File: config.mk
export PLATFORM = sky130hd
export DESIGN_NAME = bram_dp_arbiter
export DESIGN_NICKNAME = d
export VERILOG_FILES = /design/src/rtl/bram_arb_pkg.sv /design/src/rtl/bram_rr_pick.sv /design/src/rtl/bram_dp_arbiter.sv
export SDC_FILE = /design/constraint.sdc
export NUM_CORES = 2
export LEC_CHECK = 0
export ABC_AREA = 1
export CORE_AREA = 2 2 631 633
export CTS_CLUSTER_DIAMETER = 30
export DETAILED_ROUTE_END_ITERATION = 8
export DIE_AREA = 0 0 633 635
export PLACE_DENSITY = 0.3
export SLEW_MARGIN = 0
export SYNTH_ARGS = -nofsm -noshare
export SYNTH_HDL_FRONTEND = slang
export SYNTH_SLANG_ARGS = --single-unit
File: constraint.sdc
create_clock -name clk -period 3.45 [get_ports clk]
set_clock_uncertainty 0.15 [all_clocks]
set_input_delay 0.5175 -clock clk [delete_from_list [all_inputs] [get_ports clk]]
set_output_delay 0.5175 -clock clk [all_outputs]
set_load 0.01 [all_outputs]
File: src/rtl/bram_arb_pkg.sv
// Shared types and helpers for the dual-port BRAM round-robin arbiter.
// The port struct is sized for the 256x128 macro this block fronts.
package bram_arb_pkg;

  localparam int ADDR_W_DEF = 8;
  localparam int DATA_W_DEF = 128;
  localparam int ID_W_MAX   = 3;   // enough for up to 8 requesters

  typedef struct packed {
    logic                  en;
    logic                  we;
    logic [ADDR_W_DEF-1:0] addr;
    logic [DATA_W_DEF-1:0] wdata;
  } bram_port_t;

  typedef struct packed {
    logic                busy;
    logic [ID_W_MAX-1:0] id;
  } rsp_tag_t;

  function automatic int rr_next(input int idx, input int n);
    return (idx + 1 >= n) ? 0 : idx + 1;
  endfunction

endpackage

File: src/rtl/bram_rr_pick.sv
// Combinational circular find-first: first valid, unmasked index at or after ptr,
// wrapping modulo N.
module bram_rr_pick #(
  parameter  int N  = 4,
  localparam int IW = $clog2(N)
) (
  input  logic [N-1:0]  valid,
  input  logic [IW-1:0] ptr,
  input  logic [N-1:0]  mask,
  output logic          found,
  output logic [IW-1:0] idx
);

  logic [IW:0] pos;

  // NOTE: every variable written in always_comb gets a default first so no latch is inferred.
  always_comb begin
    found = 1'b0;
    idx   = '0;
    pos   = '0;
    // Walk from the far end back towards ptr so the nearest candidate is written last.
    for (int k = N - 1; k >= 0; k--) begin
      pos = {1'b0, ptr} + (IW+1)'(k);
      if (pos >= (IW+1)'(N)) pos = pos - (IW+1)'(N);
      if (valid[pos[IW-1:0]] && !mask[pos[IW-1:0]]) begin
        found = 1'b1;
        idx   = pos[IW-1:0];
      end
    end
  end

endmodule

File: src/rtl/bram_dp_arbiter.sv
// Round-robin arbiter sharing one true-dual-port BRAM among NUM_REQ requesters.
// Optional macro BRAM_ARB_COLLISION_STALL_EN withholds port B on same-address hazards.
module bram_dp_arbiter
  import bram_arb_pkg::*;
#(
  parameter int NUM_REQ = 4,
  parameter int ADDR_W  = ADDR_W_DEF,
  parameter int DATA_W  = DATA_W_DEF
) (
  input  logic                      clk,
  input  logic                      rst_n,
  input  logic [NUM_REQ-1:0]        req_valid,
  output logic [NUM_REQ-1:0]        req_ready,
  input  logic [NUM_REQ-1:0]        req_we,
  input  logic [NUM_REQ*ADDR_W-1:0] req_addr,
  input  logic [NUM_REQ*DATA_W-1:0] req_wdata,
  output logic [NUM_REQ-1:0]        rsp_valid,
  output logic [NUM_REQ*DATA_W-1:0] rsp_rdata,
  output logic                      ena,
  output logic                      enb,
  output logic                      wea,
  output logic                      web,
  output logic [ADDR_W-1:0]         addra,
  output logic [ADDR_W-1:0]         addrb,
  output logic [DATA_W-1:0]         dia,
  output logic [DATA_W-1:0]         dib,
  input  logic [DATA_W-1:0]         doa,
  input  logic [DATA_W-1:0]         dob
);

  localparam int ID_W = $clog2(NUM_REQ);

  if (NUM_REQ < 2 || NUM_REQ > 8) begin : g_bad_num_req
    $error("bram_dp_arbiter: NUM_REQ must be in 2..8");
  end
  if (ADDR_W != ADDR_W_DEF || DATA_W != DATA_W_DEF) begin : g_bad_geometry
    $error("bram_dp_arbiter: ADDR_W/DATA_W must match the 256x128 macro");
  end

  logic [ID_W-1:0]    rr_ptr, wa, wb;
  logic               a_found, b_found, a_grant, b_grant;
  logic [NUM_REQ-1:0] b_mask;
  bram_port_t         port_a, port_b;
  rsp_tag_t           tag_a, tag_b;

  bram_rr_pick #(.N(NUM_REQ)) u_pick_a (
    .valid (req_valid),
    .ptr   (rr_ptr),
    .mask  ('0),
    .found (a_found),
    .idx   (wa)
  );

  bram_rr_pick #(.N(NUM_REQ)) u_pick_b (
    .valid (req_valid),
    .ptr   (rr_ptr),
    .mask  (b_mask),
    .found (b_found),
    .idx   (wb)
  );

  // Grants are gated with rst_n so the macro pins stay quiet while reset is held.
  always_comb begin
    b_mask     = '0;
    b_mask[wa] = 1'b1;
    a_grant    = rst_n & a_found;
    b_grant    = a_grant & b_found;
`ifdef BRAM_ARB_COLLISION_STALL_EN
    if (req_addr[wa*ADDR_W +: ADDR_W] == req_addr[wb*ADDR_W +: ADDR_W] &&
        (req_we[wa] | req_we[wb]))
      b_grant = 1'b0;
`endif
  end

  always_comb begin
    port_a    = '0;
    port_b    = '0;
    req_ready = '0;
    if (a_grant) begin
      port_a        = '{en: 1'b1, we: req_we[wa], addr: req_addr[wa*ADDR_W +: ADDR_W],
                        wdata: req_wdata[wa*DATA_W +: DATA_W]};
      req_ready[wa] = 1'b1;
    end
    if (b_grant) begin
      port_b        = '{en: 1'b1, we: req_we[wb], addr: req_addr[wb*ADDR_W +: ADDR_W],
                        wdata: req_wdata[wb*DATA_W +: DATA_W]};
      req_ready[wb] = 1'b1;
    end
  end

  assign ena   = port_a.en;
  assign wea   = port_a.we;
  assign addra = port_a.addr;
  assign dia   = port_a.wdata;
  assign enb   = port_b.en;
  assign web   = port_b.we;
  assign addrb = port_b.addr;
  assign dib   = port_b.wdata;

  // NOTE: sequential state uses non-blocking assignments so all registers update together.
  always_ff @(posedge clk or negedge rst_n) begin
    if (!rst_n) begin
      rr_ptr <= '0;
      tag_a  <= '0;
      tag_b  <= '0;
    end else begin
      if (a_grant) rr_ptr <= ID_W'(rr_next(b_grant ? int'(wb) : int'(wa), NUM_REQ));
      tag_a <= '{busy: a_grant & ~port_a.we, id: ID_W_MAX'(wa)};
      tag_b <= '{busy: b_grant & ~port_b.we, id: ID_W_MAX'(wb)};
    end
  end

  // Read data lands one cycle after issue in the slice of the requester that issued it.
  always_comb begin
    rsp_valid = '0;
    rsp_rdata = '0;
    for (int i = 0; i < NUM_REQ; i++) begin
      if (tag_a.busy && tag_a.id == ID_W_MAX'(i)) begin
        rsp_valid[i]                  = 1'b1;
        rsp_rdata[i*DATA_W +: DATA_W] = doa;
      end
      if (tag_b.busy && tag_b.id == ID_W_MAX'(i)) begin
        rsp_valid[i]                  = 1'b1;
        rsp_rdata[i*DATA_W +: DATA_W] = dob;
      end
    end
  end

endmodule

==> out/qor.csv <==
metric;value;unit
synth_compound_area_frac;0.371;
vias;32400;
final_nets;5365;
initial_core_util;0.0332;
power_density;1230;nW/um^2
worst_path_max_delay_cell;dfrtp_2;
irDropWorstVdd;0.000690;V
slew_headroom;0.369;
setup_ws;-491;ps
numCtsBuffers;3;
critical_path.most_common_cell;buf_12;
drcViolationCount;0;
insertion_delay;230;ps
cts.sinks;8;
htree_levels;1;
reg2reg_from;rr_ptr[0]$_DFFE_PN0P_;
reg2reg_to;tag_b[3]$_DFF_PN0_;
m1WireLength;117;mm
post-route-min-period;3940;ps
required;2780;ps
syn_area;13100;um^2
rsz0062_at_grt;true;
ys_seq_area_frac;0.0153;
dieArea;402000;um^2
die_h;635;um
cp-end-kind;output pin;
dr_wl_met3;26.6;mm
path_cells;buf_4 -> nand2_4 -> nand3_4 -> buf_4 -> nand3_4 -> nand2_4 -> nand4_1 -> nand3_2 -> nand3b_1 -> nand2_8 -> inv_8 -> nor2_4 -> buf_12 -> buf_12 -> buf_12 -> buf_12 -> buf_16 -> nand2_4 -> nand3_2 -> buf_6;
hold_path.class;in2async;
syn_inst;2692;
outcome;finished, violations left;
wl_met2;181;mm
cap_violations;0;
synth_nets;3502;
wirelength;343;mm
start_kind;flop;
cp.arrival;3270;ps
syn_area_per_cell;4.87;um^2
top_layer;met5;
io_pins;1606;
yosys.area.top_type;o22ai_1;
violations;setup timing;
synth-edff-count;0;
drt_iter0_drc;2788;
rows;231;
grt_usage;0.160;
grt_pass1_wl;411;mm
path_class;reg2out;
hold_ws;485;ps
clk_path_buf_depth;2;
wire_per_inst;34.8;um
r2r_slack;210;ps
cts_tree;yes;
hpwl;286;mm
fillers;46000;
synth_mux_area_frac;0;
antenna_found_initial;194;
core_area;395000;um^2
synth_fa_ha_area_frac;0;
die_w;633;um
max_freq;254;MHz
synth_top_family_by_area;simple AND/OR/NAND/NOR gates;
synthSimpleGateAreaFrac;0.436;
synth_area_leaders;o22ai_1, nand2_1, nand3_1;
max_stage_delay;470;ps
setup_viol;269;
grt_pass1_vias;30800;
netlist_top_cells_count;o22ai_1, nand2_1, nand3_1;
vias_per_cell;3.29;
synth_xor_area_frac;0;
slew_viol_final;0;
leakagePower;17.7;nW
grt-ovfl-total;0;
synth_ff_type;dfrtp_1;
port_buffers;1605;
min_period_over_period;1.14;
ys_seq_elements;8;
yosysUniqueCellTypes;27;
synth_most_common_cell;o22ai_1;
worst_pin_slew;960;ps
syn2layout_area_growth;239;%
synthArstFlopShare;1.00;
clk_pin_slew;40;ps
routabilityCongestion;0.975;
first_pass_iters;5;
layout-drive-gt1-share;0.295;
yosys_warnings;0;
synth_top_cell_area_share;0.317;
cp_max_fo;7;
power.total;54.9;mW
grt_start_max_net_pins;83;
r2r.worst_path.cells;21;
cts_root_buffer;clkbuf_16;
final_antenna_net_count;0;
hold_viol;0;
## worst max-delay path: cells and delay by family (launching register included)
family,cells,cell delay [ps]
flip-flops,1,470
AND/OR/NAND/NOR,11,1290
buffers and inverters,9,1220
## cells by family after synthesis
| kind of cell | count (synthesis) |
|---|---|
| flip-flops | 8 |
| buffers and inverters | 580 |
| AO/OA/AOI/OAI | 791 |
| AND/OR/NAND/NOR | 1313 |
## cell type report
type	instances	area (um^2)	area share
diodes	51	128	0.00287
multi-input cells	2104	12600	0.282
inverters	287	1140	0.0257
repair buffers	2151	23800	0.535
clock buffers	3	75.1	0.00169
well taps	5242	6560	0.147
flip-flops and latches	8	203	0.00456
## how the worst max path moves through the flow
stage                           to  cells after the start                   from  slack [ps]
after detailed placement   dib[77]                     23           req_valid[3]       -1280
after global placement     dib[77]                     23           req_valid[3]       -1380
after global routing       dib[69]                     23  rr_ptr[0]$_DFFE_PN0P_        -590
after floorplan           addrb[0]                     17           req_valid[1]         460
after CTS                  dib[44]                     21  rr_ptr[0]$_DFFE_PN0P_        -500
final                      dib[69]                     20  rr_ptr[0]$_DFFE_PN0P_        -490
## timing repair
action	CTS	global route
resized for setup	1488	285
cloned	31	16
buffers inserted	135	48
endpoints found under the setup margin	281	281
hold buffers	0	0
pin swaps	112	67
## stage by stage
step | worst slack, ps | cell area (um^2) | util | setup TNS, ps | cells
finish | -491 | 44500 | 0.113 | -77470 | 9846
global route | -592 | 44400 | 0.112 | -109390 | 9823
CTS | -497 | 42600 | 0.108 | -75650 | 9737
detailed placement | -1280 | 39100 | 0.0991 | -277300 | 9574
global placement | -1380 | 39100 | 0.0991 | -304290 | 9574
floorplan | 458 | 13100 | - | 0 | 2692
## layout by cell type (no fill, tap or decap), types with 8 or more instances in the layout
cell,count
o221ai_1,16
buf_4,379
nor3_1,97
buf_16,45
nand2_4,70
nand3_2,120
clkdlybuf4s15_2,8
clkdlybuf4s50_1,1152
nand2_1,486
dlygate4sd2_1,17
diode_2,51
o22ai_1,634
buf_2,120
nand2_2,45
buf_12,245
nor2_1,128
o21ai_0,88
buf_6,143
o21ai_1,13
nor3_2,24
o22ai_2,27
nor2_2,8
nand3_4,24
buf_8,15
inv_1,270
nand3_1,294
clkbuf_16,16
## power by group
| group | internal, mW | leakage [nW] | switching, mW |
|---|---|---|---|
| Sequential | 0.144 | 0.0979 | 0.0992 |
| Combinational | 24.8 | 17.6 | 29.6 |
| Clock | 0.149 | 0.0373 | 0.0455 |
## flip-flops by register name, summed over array words and instances, names as in the netlist
register,cells
rr_ptr,2
tag_a,3
tag_b,3
## per-layer routing
| layer | GRT usage | vias to the layer above |
|---|---|---|
| met5 | 0 | - |
| met4 | 0.0642 | 70 |
| met3 | 0.0413 | 592 |
| met2 | 0.305 | 2248 |
| met1 | 0.164 | 16000 |
| li1 | - | 13500 |
(Power assumes the default switching activity.)
